<file path="config.mk">
export PLATFORM = sky130hd
export DESIGN_NAME = div_sequencer
export DESIGN_NICKNAME = d
export VERILOG_FILES = /design/src/rtl/div_sequencer.sv
export SDC_FILE = /design/constraint.sdc
export NUM_CORES = 1
export LEC_CHECK = 0
export ABC_AREA = 1
export CAP_MARGIN = 10
export CORE_MARGIN = 4
export CORE_UTILIZATION = 52
export CTS_CLUSTER_DIAMETER = 30
export CTS_CLUSTER_SIZE = 8
export DETAILED_ROUTE_END_ITERATION = 6
export PLACE_DENSITY = 0.75
export SLEW_MARGIN = 5
export SYNTH_ARGS = -nofsm -noshare
export SYNTH_HDL_FRONTEND = slang
export SYNTH_SLANG_ARGS = --single-unit
</file>
<file path="constraint.sdc">
create_clock -name clk -period 8.5 [get_ports clk]
set_input_delay 2.55 -clock clk [delete_from_list [all_inputs] [get_ports clk]]
set_output_delay 2.55 -clock clk [all_outputs]
set_load 0.02 [all_outputs]
</file>
<file path="src/rtl/div_sequencer.sv">
`default_nettype none
// =============================================================================
// Module      : div_sequencer
// Description : Radix-2 restoring DIV/DIVU sequencer for the E stage. It stalls
//               F/D/E while the divide runs and pulses ready when E is released.
//               Optional macro DIV_ZERO_BYPASS_EN: a zero divisor skips the
//               iterations and completes in one cycle.
// Revision    : 1.0 - initial release
// =============================================================================
module div_sequencer #(
    parameter int WIDTH = 32
) (
    input  logic             clk,
    input  logic             rst,
    input  logic             div_startE,
    input  logic             div_signedE,
    input  logic [WIDTH-1:0] opaE,
    input  logic [WIDTH-1:0] opbE,
    input  logic             annulE,
    output logic             div_stallE,
    output logic             div_readyE,
    output logic [WIDTH-1:0] hiE,
    output logic [WIDTH-1:0] loE
);

    localparam int            CW     = (WIDTH > 1) ? $clog2(WIDTH) : 1;
    localparam logic [CW-1:0] C_LAST = CW'(WIDTH - 1);

    typedef enum logic [1:0] {
        S_IDLE = 2'd0,
        S_BUSY = 2'd1,
        S_DONE = 2'd2
    } state_t;

    state_t           state_q, state_d;
    logic [WIDTH-1:0] rem_q,  rem_d;
    logic [WIDTH-1:0] quo_q,  quo_d;
    logic [WIDTH-1:0] divs_q, divs_d;
    logic [WIDTH-1:0] hi_q,   hi_d;
    logic [WIDTH-1:0] lo_q,   lo_d;
    logic             sa_q,   sa_d;
    logic             sb_q,   sb_d;
    logic             sgn_q,  sgn_d;
    logic [CW-1:0]    cnt_q,  cnt_d;

    logic [WIDTH-1:0] w_a_mag;
    logic [WIDTH-1:0] w_b_mag;
    logic [WIDTH:0]   w_shift;
    logic             w_ge;
    logic [WIDTH-1:0] w_rem_nx;
    logic [WIDTH-1:0] w_quo_nx;
    logic [WIDTH-1:0] w_lo_fix;
    logic [WIDTH-1:0] w_hi_fix;

    assign w_a_mag = (div_signedE & opaE[WIDTH-1]) ? -opaE : opaE;
    assign w_b_mag = (div_signedE & opbE[WIDTH-1]) ? -opbE : opbE;

    // The dividend sits in quo_q and is shifted into the remainder MSB first.
    // When the trial subtraction succeeds the true difference is below 2^WIDTH,
    // so the low WIDTH bits of the subtraction are exact.
    assign w_shift  = {rem_q, quo_q[WIDTH-1]};
    assign w_ge     = (w_shift >= {1'b0, divs_q});
    assign w_rem_nx = w_ge ? (w_shift[WIDTH-1:0] - divs_q) : w_shift[WIDTH-1:0];
    assign w_quo_nx = {quo_q[WIDTH-2:0], w_ge};
    assign w_lo_fix = (sgn_q & (sa_q ^ sb_q)) ? -w_quo_nx : w_quo_nx;
    assign w_hi_fix = (sgn_q & sa_q)          ? -w_rem_nx : w_rem_nx;

    always_comb begin
        state_d = state_q;
        rem_d   = rem_q;
        quo_d   = quo_q;
        divs_d  = divs_q;
        hi_d    = hi_q;
        lo_d    = lo_q;
        sa_d    = sa_q;
        sb_d    = sb_q;
        sgn_d   = sgn_q;
        cnt_d   = cnt_q;
        if (annulE) begin
            state_d = S_IDLE;
        end else begin
            case (state_q)
                S_IDLE: begin
                    if (div_startE) begin
`ifdef DIV_ZERO_BYPASS_EN
                        if (opbE == '0) begin
                            hi_d    = opaE;
                            lo_d    = (div_signedE & opaE[WIDTH-1]) ? WIDTH'(1) : '1;
                            state_d = S_DONE;
                        end else begin
                            rem_d   = '0;
                            cnt_d   = '0;
                            quo_d   = w_a_mag;
                            divs_d  = w_b_mag;
                            sa_d    = opaE[WIDTH-1];
                            sb_d    = opbE[WIDTH-1];
                            sgn_d   = div_signedE;
                            state_d = S_BUSY;
                        end
`else
                        rem_d   = '0;
                        cnt_d   = '0;
                        quo_d   = w_a_mag;
                        divs_d  = w_b_mag;
                        sa_d    = opaE[WIDTH-1];
                        sb_d    = opbE[WIDTH-1];
                        sgn_d   = div_signedE;
                        state_d = S_BUSY;
`endif
                    end
                end
                S_BUSY: begin
                    rem_d = w_rem_nx;
                    quo_d = w_quo_nx;
                    cnt_d = cnt_q + CW'(1);
                    if (cnt_q == C_LAST) begin
                        hi_d    = w_hi_fix;
                        lo_d    = w_lo_fix;
                        state_d = S_DONE;
                    end
                end
                // The start seen in DONE belongs to the retiring instruction.
                S_DONE:  state_d = S_IDLE;
                default: state_d = S_IDLE;
            endcase
        end
    end

    always_ff @(posedge clk) begin
        if (rst) begin
            state_q <= S_IDLE;
            rem_q   <= '0;
            quo_q   <= '0;
            divs_q  <= '0;
            hi_q    <= '0;
            lo_q    <= '0;
            sa_q    <= 1'b0;
            sb_q    <= 1'b0;
            sgn_q   <= 1'b0;
            cnt_q   <= '0;
        end else begin
            state_q <= state_d;
            rem_q   <= rem_d;
            quo_q   <= quo_d;
            divs_q  <= divs_d;
            hi_q    <= hi_d;
            lo_q    <= lo_d;
            sa_q    <= sa_d;
            sb_q    <= sb_d;
            sgn_q   <= sgn_d;
            cnt_q   <= cnt_d;
        end
    end

    assign div_stallE = ~rst & (((state_q == S_IDLE) & div_startE & ~annulE) |
                                (state_q == S_BUSY));
    assign div_readyE = ~rst & (state_q == S_DONE) & ~annulE;
    assign hiE        = hi_q;
    assign loE        = lo_q;

endmodule
`default_nettype wire

</file>
Word level (Yosys, flattened, before mapping). Cells that the tools add are included.

Register bits after elaboration: 170. Input bits: 69. Output and inout bits: 66. Word-level logic and storage cells: 56.

Add/subtract/negate cells: 6. Order comparisons: 1. Eq/ne operators: 5. Mux-type cells: 14. Bitwise operators: 13. Reduce and logical (&&, ||, !) cells: 7.

Operator list (count): $mux W32 (7); $neg A32 Y32 (4); $pmux W32 S2 (2); $ge A33 B32 Y1 (1); $sub A32 B32 Y32 (1); $pmux W5 S2 (1); $and A1 B1 Y1 (9); $reduce_and A3 Y1 (3); $add A5 B1 Y5 const B (1); $eq A5 B5 Y1 const B (1); $mux W5 (1); $mux W2 (2); $ne A2 B2 Y1 const B (2); $pmux W2 S2 (1); $eq A2 B1 Y1 const B (1); $eq A2 B2 Y1 const B (1); $logic_not A2 Y1 (1); $not A1 Y1 (2); $reduce_and A2 Y1 (1); $reduce_bool A2 Y1 (1); $reduce_or A2 Y1 (1); $or A1 B1 Y1 (1); $xor A1 B1 Y1 (1).

Longest topological paths before layout. Gate-level depths: netlist of the first run.

Depth after elaboration: 5. Depth in mapped cells: 27. Mapped depth without buffers: 27.

Worst setup path before layout of the first run. No wires, ideal clock.

Path kind: in2out. Start point: in div_startE. End point: out div_stallE. Arrival time: 3.850 ns. Required time: 5.950 ns. Path slack: 2.100 ns. Cell stages on the path: 5. Buffers on the path: 1. Cells stage by stage: nand2_1 -> nor2_1 -> clkinv_1 -> clkbuf_1 -> a21oi_1.

Longest elaborated chain between the ends: 4.

RTL lines: from (decl) (RTL line 15) `input logic div_startE,`; $and A1 B1 Y1 (2 in series) (RTL line 155) `assign div_stallE = ~rst & (((state_q == S_IDLE) & div_startE & ~annulE) |`; $or A1 B1 Y1 (RTL line 155); $and A1 B1 Y1 (RTL line 155); to (decl) (RTL line 20) `output logic div_stallE,`.

No other way between the ends.

Final worst setup path of the first run. Same ends and word-level chain as after synthesis.

==> out/qor.txt, run 1 <==
Status = finished with violations
Violated checks = design-rule violations
Synth cell count leaders = nand2_1 (503), inv_1 (234), nor2_1 (221)
Crit path largest cell delay = 0.63 ns
Buffers on Ports = 134
Classification of the worst setup path = input pin to output pin
Post-CTS Resized = 0
Cell with the largest stage delay on the worst path = clkdlybuf4s50_1
Area of the mapped netlist = 12,300 sq um
Vias after detailed routing = 12,830
Sw Ratio = 33.83%
Async set-reset flop share out of synthesis = 0%
IR Drop Worst-Case VDD = 0.0001355 V
Die Area = 26,170 sq um
Final critical delay including setup and external delays = 7.039 ns
Final hold violations = 0
Fmax achieved = 0.1421 GHz
Crit. End Element = output pin
# DRC = 5
Fraction of power consumed by sequential logic = 37.8%
Crit share post-route = 82.81%
Post-synth top area share = 27.68%
Share of power burned in the clock network = 37.3%
Post-route worst hold slack = 0.4819 ns
Vias/cell = 5.358
Power density over the cells = 155.8 nW/um^2
Syn-to-layout area delta = 17.32%
Share of total power in combinational logic = 24.9%
Number of H-tree levels = 4
Multi-input combinational cell area = 7644 sq um
Post-synthesis register bit count = 170
Final core utilization = 61.82%
Area of the core region = 23,330 sq um
Num CTS Buffers = 17
Leakage = 6.825 nW
Reported net switching power = 0.7604 mW
Iteration-0 DRC Markers = 1,199
Final wirelength = 38,060 um
Sum of net half-perimeters after detailed placement = 29,180 um
Data arrival at the endpoint of the critical path = 4.49 ns
Cells along the critical path = clkdlybuf4s50_1 -> nand2_1 -> nor2_4 -> clkinv_1 -> a21oi_1 -> clkdlybuf4s50_1
Layout Skew = 0.01181 ns
Syn Nets = 2,082
Die outline width = 161.8 um
Drt wl/cell = 15.89 um
Clock Sink Count = 170
Warnings, synthesis = 0
Detailed-routing iteration count for the pre-antenna-repair pass = 7
Crit Path Max Fanout = 19
GRT met1 Usage = 38.54%
Leading post-synthesis cells by cell area = dfxtp_1 (28%), nand2_1 (15%), inv_1 (7.1%), a21oi_1 (6.8%), nor2_1 (6.7%)
Distinct cell type count after synthesis = 55
Critical Path Source Type = input pin
Area taken by flip-flops and latches = 3403 sq um
GR Util met3 = 4.212%
DIE HEIGHT = 161.8 um
Biggest area consumer among synthesized cells = dfxtp_1
Hold buffer count at cts = 0
Overflow left after global routing = 0
RSZ-0062 raised after global routing = no
Most frequently used cell type in the post-synthesis netlist = nand2_1
Avg Inst Size Synth = 6.229 sq um
GRT Util Overall = 28.67%
Global-route wire length before repair = 60,840 um
Data required time at the worst endpoint = 5.95 ns
Sequential area share after synthesis = 27.68%
Cell count after synthesis = 1,974
Met2 routing resource usage after global routing = 47.47%
Setup repair bufs after CTS = 0
IO Count = 135
Number of pins exceeding their max-slew limit in the final report = 0
Diode count = 0
CTS Buffer Depth = 2
Fin nets = 2,171
Clock tree from TritonCTS = built
Transition time at the pin with the least slew margin = 0.9341 ns
Fill cell count = 2,324
Clock root buffer = clkbuf_16
Worst relative slew slack = 37.73%
CP dominant cell by count = clkdlybuf4s50_1
Number of standard-cell rows in the floorplan = 56
Initial Utilization = 52.70%
Most used flip-flop cell after synthesis = dfxtp_1
Pint = 1.487 mW
Count of antenna-violating nets left after detailed routing = 0
# Max-Cap Violations = 0
Pin count of the biggest net entering global routing = 97
Hold Path Class = register to register
Number of antenna violations at the first check in global routing = 0
Final setup vio count = 0
Final sum of negative setup slack = 0 ns
Clock latency at the later pin of the worst-skew pair = 0.44 ns
CTS clock-pin slew for the worst setup and hold paths = 0.07 ns
RD Place Congestion = 1.008
Share of final-layout standard cells stronger than drive strength 1 = 6.214%
Peak-usage layer in the global routing report = met2
Number of global-route vias before repair = 12,050
Number of synthesized flops with an enable pin = 0
==> cell families (layout without fill, tap and decap cells) <==
logic type / count (synthesis) / in the layout / synth area share, %
and+or+nand+nor: 951 / 951 / 33.46
AOI/OAI and AO/OA: 398 / 398 / 17.85
buffers and inverters: 323 / 425 / 10.36
DFF: 170 / 170 / 27.68
xor gates and xnor gates: 93 / 93 / 6.625
adders and majority gates: 39 / 39 / 4.030
==> critical path: cells and delay by family <==
family / cells / cell delay, ns
buffers and inverters: 3 / 1.48
AOI/OAI and AO/OA: 1 / 0.27
and+or+nand+nor: 2 / 0.19
==> power groups by stage <==
stage	clock network [mW]	logic [mW]	registers, mW
after floorplan	0	0.394	0.858
after global placement	0	0.543	0.866
after detailed placement	0	0.549	0.867
after CTS	0.849	0.553	0.848
after global routing	0.881	0.628	0.853
final	0.839	0.559	0.850
==> sequential cells by signal (all words and copies together) (netlist names), 2 cells and up <==
signal	cells
divs_q	32
hiE	32
loE	32
quo_q	32
rem_q	32
cnt_q	5
state_q	2
==> path summary, 6_finish.rpt <==
check	from	end	slack, ns	cells past startpoint
setup / recovery	div_startE	div_stallE	1.46	6
hold / removal	sb_q	sb_q	0.48	2
setup reg to reg	divs_q[30]	loE[30]	3.24	24
hold reg to reg	sb_q	sb_q	0.48	2
==> cell usage in the layout, fill, tap and decap left out, types with 5 or more instances in the layout <==
master / instances
nand2_1: 503
inv_1: 233
nor2_1: 217
dfxtp_1: 170
a21oi_1: 166
o21ai_0: 147
clkdlybuf4s50_1: 133
nand3_1: 99
xor2_1: 68
ha_1: 38
nor3_1: 29
xnor2_1: 25
o211ai_1: 21
nand2_2: 20
clkbuf_16: 17
nor2_2: 15
nand4_1: 13
o21ai_1: 12
nor2_4: 11
inv_2: 10
nand3b_1: 10
or2_2: 10
buf_4: 10
o221ai_1: 9
nor4_1: 7
clkinv_1: 6
o21ai_2: 6
a31oi_1: 5
o21bai_1: 5
inv_8: 5
==> through the flow <==
stage               area [sq um]  power [mW]  setup WS [ns]  cells
floorplan                  12300       1.252          2.100   1974
global placement           13790       1.409          1.477   2363
detailed placement         13790       1.415          1.476   2363
global route               14430       2.362          1.299   2395
finish                     14430       2.248          1.461   2395
CTS                        14430       2.250          1.459   2395
==> layer usage <==
layer | part of all wire (%) | vias to the layer above
met2 | 46 | 397
met1 | 45 | 5821
met4 | 3.1 | 0
met5 | 0 | -
met3 | 5.3 | 67
li1 | - | 6547
==> layout make-up <==
type	instances	area share, %
well taps	319	2.767
inverters	249	6.479
flip-flops and latches	170	23.59
repair buffers	144	9.784
clock buffers	17	2.949
clock inverters	15	1.440
multi-input cells	1481	52.99
Note: power is estimated with default switching activity, not from simulation.
==> run 2, diff against run 1 <==
- PLACE_DENSITY: 0.75 -> 0.78
- clock period: 8.5 -> 6 ns (I/O delays scaled with it)
==> out/qor.txt, run 2 (same netlist as run 1, synthesis figures left out) <==
Vias after detailed routing = 13,070 (+1.9%)
Fin nets = 2,173 (+0.092%)
Critical Path Source Type = input pin
Layout Skew = 0.01249 ns (+0.0006849 ns)
Clock Sink Count = 170 (unchanged)
Number of H-tree levels = 4 (unchanged)
Data arrival at the endpoint of the critical path = 3.40 ns (-1.09 ns)
Reported net switching power = 1.080 mW (+42%)
Crit. End Element = output pin
Leading cell types in the layout, fill and taps excluded = nand2_1 (503), inv_1 (233), nor2_1 (217)
Multi-input combinational cell area = 7644 sq um (unchanged)
Number of antenna violations at the first check in global routing = 0 (unchanged)
IR Drop Worst-Case VDD = 0.0001626 V (+20%)
Setup repair bufs after CTS = 0 (unchanged)
CP dominant cell by count = clkdlybuf4s50_1
Cells along the critical path = clkdlybuf4s50_1 -> or2_2 -> nor3_1 -> clkdlybuf4s50_1
Share of power burned in the clock network = 37.4% (about the same)
Sw Ratio = 33.82% (about the same)
Number of pins exceeding their max-slew limit in the final report = 0 (unchanged)
CTS Buffer Depth = 2 (unchanged)
Hold buffer count at cts = 0 (unchanged)
Share of final-layout standard cells stronger than drive strength 1 = 6.259% (+0.045 points)
Initial Utilization = 52.70% (unchanged)
Buffers on Ports = 134 (unchanged)
Status = finished clean
Num CTS Buffers = 17 (unchanged)
CTS clock-pin slew for the worst setup and hold paths = 0.07 ns (about the same)
Final setup vio count = 0 (unchanged)
Crit share post-route = 86.68%
Hold Path Class = register to register
Classification of the worst setup path = input pin to output pin
Fill cell count = 2,277 (-2.0%)
Final std cells w/o fill = 2,396 (+0.042%)
Sum of net half-perimeters after detailed placement = 29,340 um (+0.54%)
Syn-to-layout area delta = 17.48%
Cell count after placement = 2,365 (+0.085%)
RSZ-0062 raised after global routing = no
Number of global-route vias before repair = 11,830 (-1.8%)
DIE HEIGHT = 161.8 um (unchanged)
Global-route wire length before repair = 61,200 um (+0.58%)
# DRC = 0 (-5)
Transition time at the pin with the least slew margin = 0.8653 ns (-0.06878 ns)
Post-CTS Resized = 0 (unchanged)
Clock root buffer = clkbuf_16
Power consumption = 3.194 mW (+42%)
Diode count = 0 (unchanged)
GRT Util Overall = 28.60% (-0.073 points)
Detailed-routing iteration count for the pre-antenna-repair pass = 6 (-1)
Die Area = 26,170 sq um (unchanged)
Vias/cell = 5.457 (+1.8%)
Overflow left after global routing = 0 (unchanged)
Fraction of power consumed by sequential logic = 37.7% (about the same)
Final critical delay including setup and external delays = 5.201 ns
Final sum of negative setup slack = 0 ns (unchanged)
Data required time at the worst endpoint = 4.20 ns (-1.75 ns)
Drt wl/cell = 15.90 um (about the same)
Pint = 2.114 mW (+42%)
Final wirelength = 38,090 um (about the same)
Crit path largest cell delay = 0.64 ns (about the same)
Number of standard-cell rows in the floorplan = 56 (unchanged)
Worst relative slew slack = 42.31% (+4.6 points)
Clock tree from TritonCTS = built
Leakage = 6.842 nW (+0.25%)
Crit Path Max Fanout = 3 (-16)
Power density over the cells = 221.1 nW/um^2 (+42%)
Area taken by flip-flops and latches = 3403 sq um (unchanged)
Most common cell after layout, fill and taps aside = nand2_1
RD Place Congestion = 0.9843 (-2.4%)
Iteration-0 DRC Markers = 1,468 (+22%)
Final hold violations = 0 (unchanged)
Area of the core region = 23,330 sq um (unchanged)
Fmax achieved = 0.1923 GHz
Pin count of the biggest net entering global routing = 118 (+22%)
Share of total power in combinational logic = 24.9% (about the same)
IO Count = 135 (unchanged)
Clock latency at the later pin of the worst-skew pair = 0.44 ns (about the same)
# Max-Cap Violations = 0 (unchanged)
Die outline width = 161.8 um (unchanged)
Count of antenna-violating nets left after detailed routing = 0 (unchanged)
Cell with the largest stage delay on the worst path = clkdlybuf4s50_1
==> run 2: cell types whose count changed in the layout (fill, tap and decap cells not counted), sizes merged <==
cell      change
buf           +2
clkbuf        +1
clkinv        +2
clkinvlp      -3
inv           -1
==> run 2: area by class of cell <==
type / instances / share of cell area (%)
clock buffer: 18 / 3.040
inverter: 249 / 6.470
clock inverter: 13 / 1.291
multi-input combinational: 1481 / 52.91
timing repair buffer: 146 / 9.961
sequential: 170 / 23.56
tap: 319 / 2.763
==> run 2: critical path, delay by kind of cell <==
kind,cells,cell delay [ns]
and+or+nand+nor,2,0.47
buffers and inverters,2,1.12
==> run 2: layer usage <==
layer  share of wire (%)  GRT usage, %
met5                   0             0
met4                 2.0         7.228
met3                 6.6         2.588
met2                  46         46.82
met1                  45         40.83
==> run 2: worst paths after layout <==
kind	to	start	slack [ns]	cells after the start
setup / recovery	div_readyE	annulE	0.80	4
hold / removal	cnt_q[4]	cnt_q[4]	0.47	2
setup reg to reg	loE[30]	divs_q[30]	0.93	24
hold reg to reg	cnt_q[4]	cnt_q[4]	0.47	2
==> run 2: stage by stage <==
stage	worst slack, ns	hold slack, ns	utilization [%]	area (sq um)
finish	0.7991	0.4718	61.91	14450
global route	0.6077	0.4977	61.91	14450
CTS	0.7896	0.4728	61.91	14450
detailed placement	0.8017	0.4626	59.23	13820
global placement	0.8258	0.4526	59.23	13820
floorplan	1.100	0.4453	-	12300
==> run 2: power by group through the flow <==
stage	Clock, mW	Combinational, mW	Sequential (mW)
2_1_floorplan	0	0.558	1.22
4_1_cts	1.20	0.783	1.20
6_report	1.20	0.795	1.20
3_5_place_dp	0	0.775	1.23
3_3_place_gp	0	0.767	1.23
5_1_grt	1.25	0.885	1.21
==> run 3, diff against run 2 <==
- CTS_BUF_LIST: default -> sky130_fd_sc_hd__clkbuf_4
==> out/qor.txt, run 3 (same netlist as run 1, synthesis figures left out) <==
Number of pins exceeding their max-slew limit in the final report = 0 (unchanged)
Fill cell count = 2,325 (+2.1%)
Cell with the largest stage delay on the worst path = clkdlybuf4s50_1
Area of the core region = 23,330 sq um (unchanged)
GRT Util Overall = 28.11% (-0.49 points)
Iteration-0 DRC Markers = 1,330 (-9.4%)
Critical path depth = 4 (unchanged)
Share of final-layout standard cells stronger than drive strength 1 = 6.211% (-0.048 points)
Final critical delay including setup and external delays = 5.203 ns (+0.001863 ns)
Number of global-route vias before repair = 11,710 (-1.0%)
Cells along the critical path = clkdlybuf4s50_1 -> or2_2 -> nor3_1 -> clkdlybuf4s50_1
Leakage = 6.705 nW (-2.0%)
Clock Sink Count = 170 (unchanged)
Most common cell after layout, fill and taps aside = nand2_1
Clock root buffer = clkbuf_4
RD Place Congestion = 0.9843 (unchanged)
Number of antenna violations at the first check in global routing = 1 (+1)
Buffering stage count on the worst path with inverters included = 2 (unchanged)
Crit. End Element = output pin
Transition time at the pin with the least slew margin = 0.8719 ns (+0.006599 ns)
Launch instance of the worst register-to-register path = divs_q[30]
Num CTS Buffers = 17 (unchanged)
DIE HEIGHT = 161.8 um (unchanged)
Fmax achieved = 0.1922 GHz (about the same)
Die Area = 26,170 sq um (unchanged)
Minimum setup slack after placement = 0.8017 ns (unchanged)
# Max-Cap Violations = 0 (unchanged)
Crit path largest cell delay = 0.64 ns (about the same)
Critical Path Source Type = input pin
Worst relative slew slack = 41.87% (-0.44 points)
Final worst-path setup slack = 0.7972 ns (-0.001863 ns)
Power density over the cells = 195.0 nW/um^2 (-12%)
Critical path destination = div_readyE
RSZ-0062 raised after global routing = no
IO Count = 135 (unchanged)
Data required time at the worst endpoint = 4.20 ns (about the same)
Count of antenna-violating nets left after detailed routing = 0 (unchanged)
Classification of the worst setup path = input pin to output pin
Drt wl/cell = 15.66 um (-1.5%)
IR Drop Worst-Case VDD = 0.0001216 V (-25%)
Setup repair bufs after CTS = 0 (unchanged)
Hold buffer count at cts = 0 (unchanged)
Capturing point of the worst reg2reg path = loE[30]
Crit share post-route = 86.71% (about the same)
CP dominant cell by count = clkdlybuf4s50_1
Vias/cell = 5.414 (-0.78%)
Beginning of the worst hold path = cnt_q[4]
Clock latency at the later pin of the worst-skew pair = 0.60 ns (+0.16 ns)
Area taken by flip-flops and latches = 3403 sq um (unchanged)
Setup slack of the most critical reg-to-reg path = 1.04 ns (+0.11 ns)
Overflow left after global routing = 0 (unchanged)
CTS Buffer Depth = 2 (unchanged)
Sum of net half-perimeters after detailed placement = 29,340 um (unchanged)
Layout Skew = 0.02115 ns (+0.008661 ns)
Syn-to-layout area delta = 15.00%
Pin count of the biggest net entering global routing = 118 (unchanged)
Multi-input combinational cell area = 7644 sq um (unchanged)
Number of standard-cell rows in the floorplan = 56 (unchanged)
Final wirelength = 37,540 um (-1.5%)
Status = finished clean
Leading cell types in the layout, fill and taps excluded = nand2_1 (503), inv_1 (233), nor2_1 (217)
Hold Path Class = register to register
Launching element of the worst setup path = annulE
# DRC = 0 (unchanged)
Post-CTS Resized = 0 (unchanged)
Detailed-routing iteration count for the pre-antenna-repair pass = 6 (unchanged)
Final sum of negative setup slack = 0 ns (unchanged)
Fin nets = 2,173 (unchanged)
Final setup vio count = 0 (unchanged)
Data arrival at the endpoint of the critical path = 3.40 ns (about the same)
Vias after detailed routing = 12,980 (-0.74%)
Clock tree from TritonCTS = built
Global-route wire length before repair = 60,220 um (-1.6%)
Final hold violations = 0 (unchanged)
CTS clock-pin slew for the worst setup and hold paths = 0.15 ns (+0.08 ns)
Initial Utilization = 52.70% (unchanged)
Buffers on Ports = 134 (unchanged)
Crit Path Max Fanout = 3 (unchanged)
Die outline width = 161.8 um (unchanged)
Number of cells on the worst reg-to-reg path = 24 (unchanged)
Number of H-tree levels = 4 (unchanged)
Crit-path leading delay family = buffers and inverters
[run 3: layout make-up]
| cell class | count | share of cell area, % |
|---|---|---|
| Multi-Input combinational cell | 1481 | 54.06 |
| Sequential cell | 170 | 24.07 |
| Timing Repair Buffer | 146 | 10.18 |
| Inverter | 249 | 6.610 |
| Tap cell | 319 | 2.823 |
| Clock inverter | 14 | 1.345 |
| Clock buffer | 17 | 0.9026 |
| Antenna cell | 1 | 0.01770 |
[run 3: worst min path at each step]
stage | end | slack [ns] | depth (start not counted)
after floorplan | cnt_q[4] | 0.45 | 2
after detailed placement | cnt_q[4] | 0.46 | 2
after global routing | cnt_q[4] | 0.51 | 2
after global placement | cnt_q[4] | 0.45 | 2
after CTS | cnt_q[4] | 0.48 | 2
final | cnt_q[4] | 0.48 | 2
[run 3: layer usage]
metal  wire (um)  part of all wire, %  track usage, %
met5           0                    0               0
met4         752                  2.0           6.459
met3        2207                  5.9           3.020
met2       17200                   46           45.91
met1       17380                   46           40.18
[run 3: power by group]
| part | leakage (nW) | internal (mW) | total [mW] | switching [mW] |
|---|---|---|---|---|
| Combinational | 5.15 | 0.269 | 0.793 | 0.524 |
| Clock | 0.171 | 0.300 | 0.759 | 0.458 |
| Sequential | 1.38 | 1.17 | 1.21 | 0.0387 |
[run 3: metrics by stage]
| step | area (sq um) | cells | util, % | power, mW | hold WS (ns) |
|---|---|---|---|---|---|
| final | 14140 | 2397 | 60.60 | 2.757 | 0.4800 |
| after detailed placement | 13820 | 2365 | 59.23 | 2.003 | 0.4626 |
| after floorplan | 12300 | 1974 | - | 1.773 | 0.4453 |
| after CTS | 14140 | 2396 | 60.59 | 2.754 | 0.4826 |
| after global routing | 14140 | 2397 | 60.60 | 2.911 | 0.5078 |
| after global placement | 13820 | 2365 | 59.23 | 1.993 | 0.4526 |
[run 3: worst register-to-register path: stages, from the launching register on]
cell	delay, ns
dfxtp_1	0.34
inv_1	0.08
ha_1	0.39
nand2_1	0.17
inv_1	0.07
nand2_1	0.12
nor2_1	0.07
nor2_1	0.13
nand2_1	0.13
nor2_4	0.42
nand2_8	0.30
inv_2	0.32
ha_1	0.25
nand3_1	0.11
nor3_1	0.21
nand3_1	0.13
nor3_1	0.34
nand2_1	0.18
o21ai_0	0.29
nand2_1	0.14
a21oi_1	0.22
o21ai_0	0.14
xor2_1	0.16
o21ai_0	0.15
inv_1	0.05
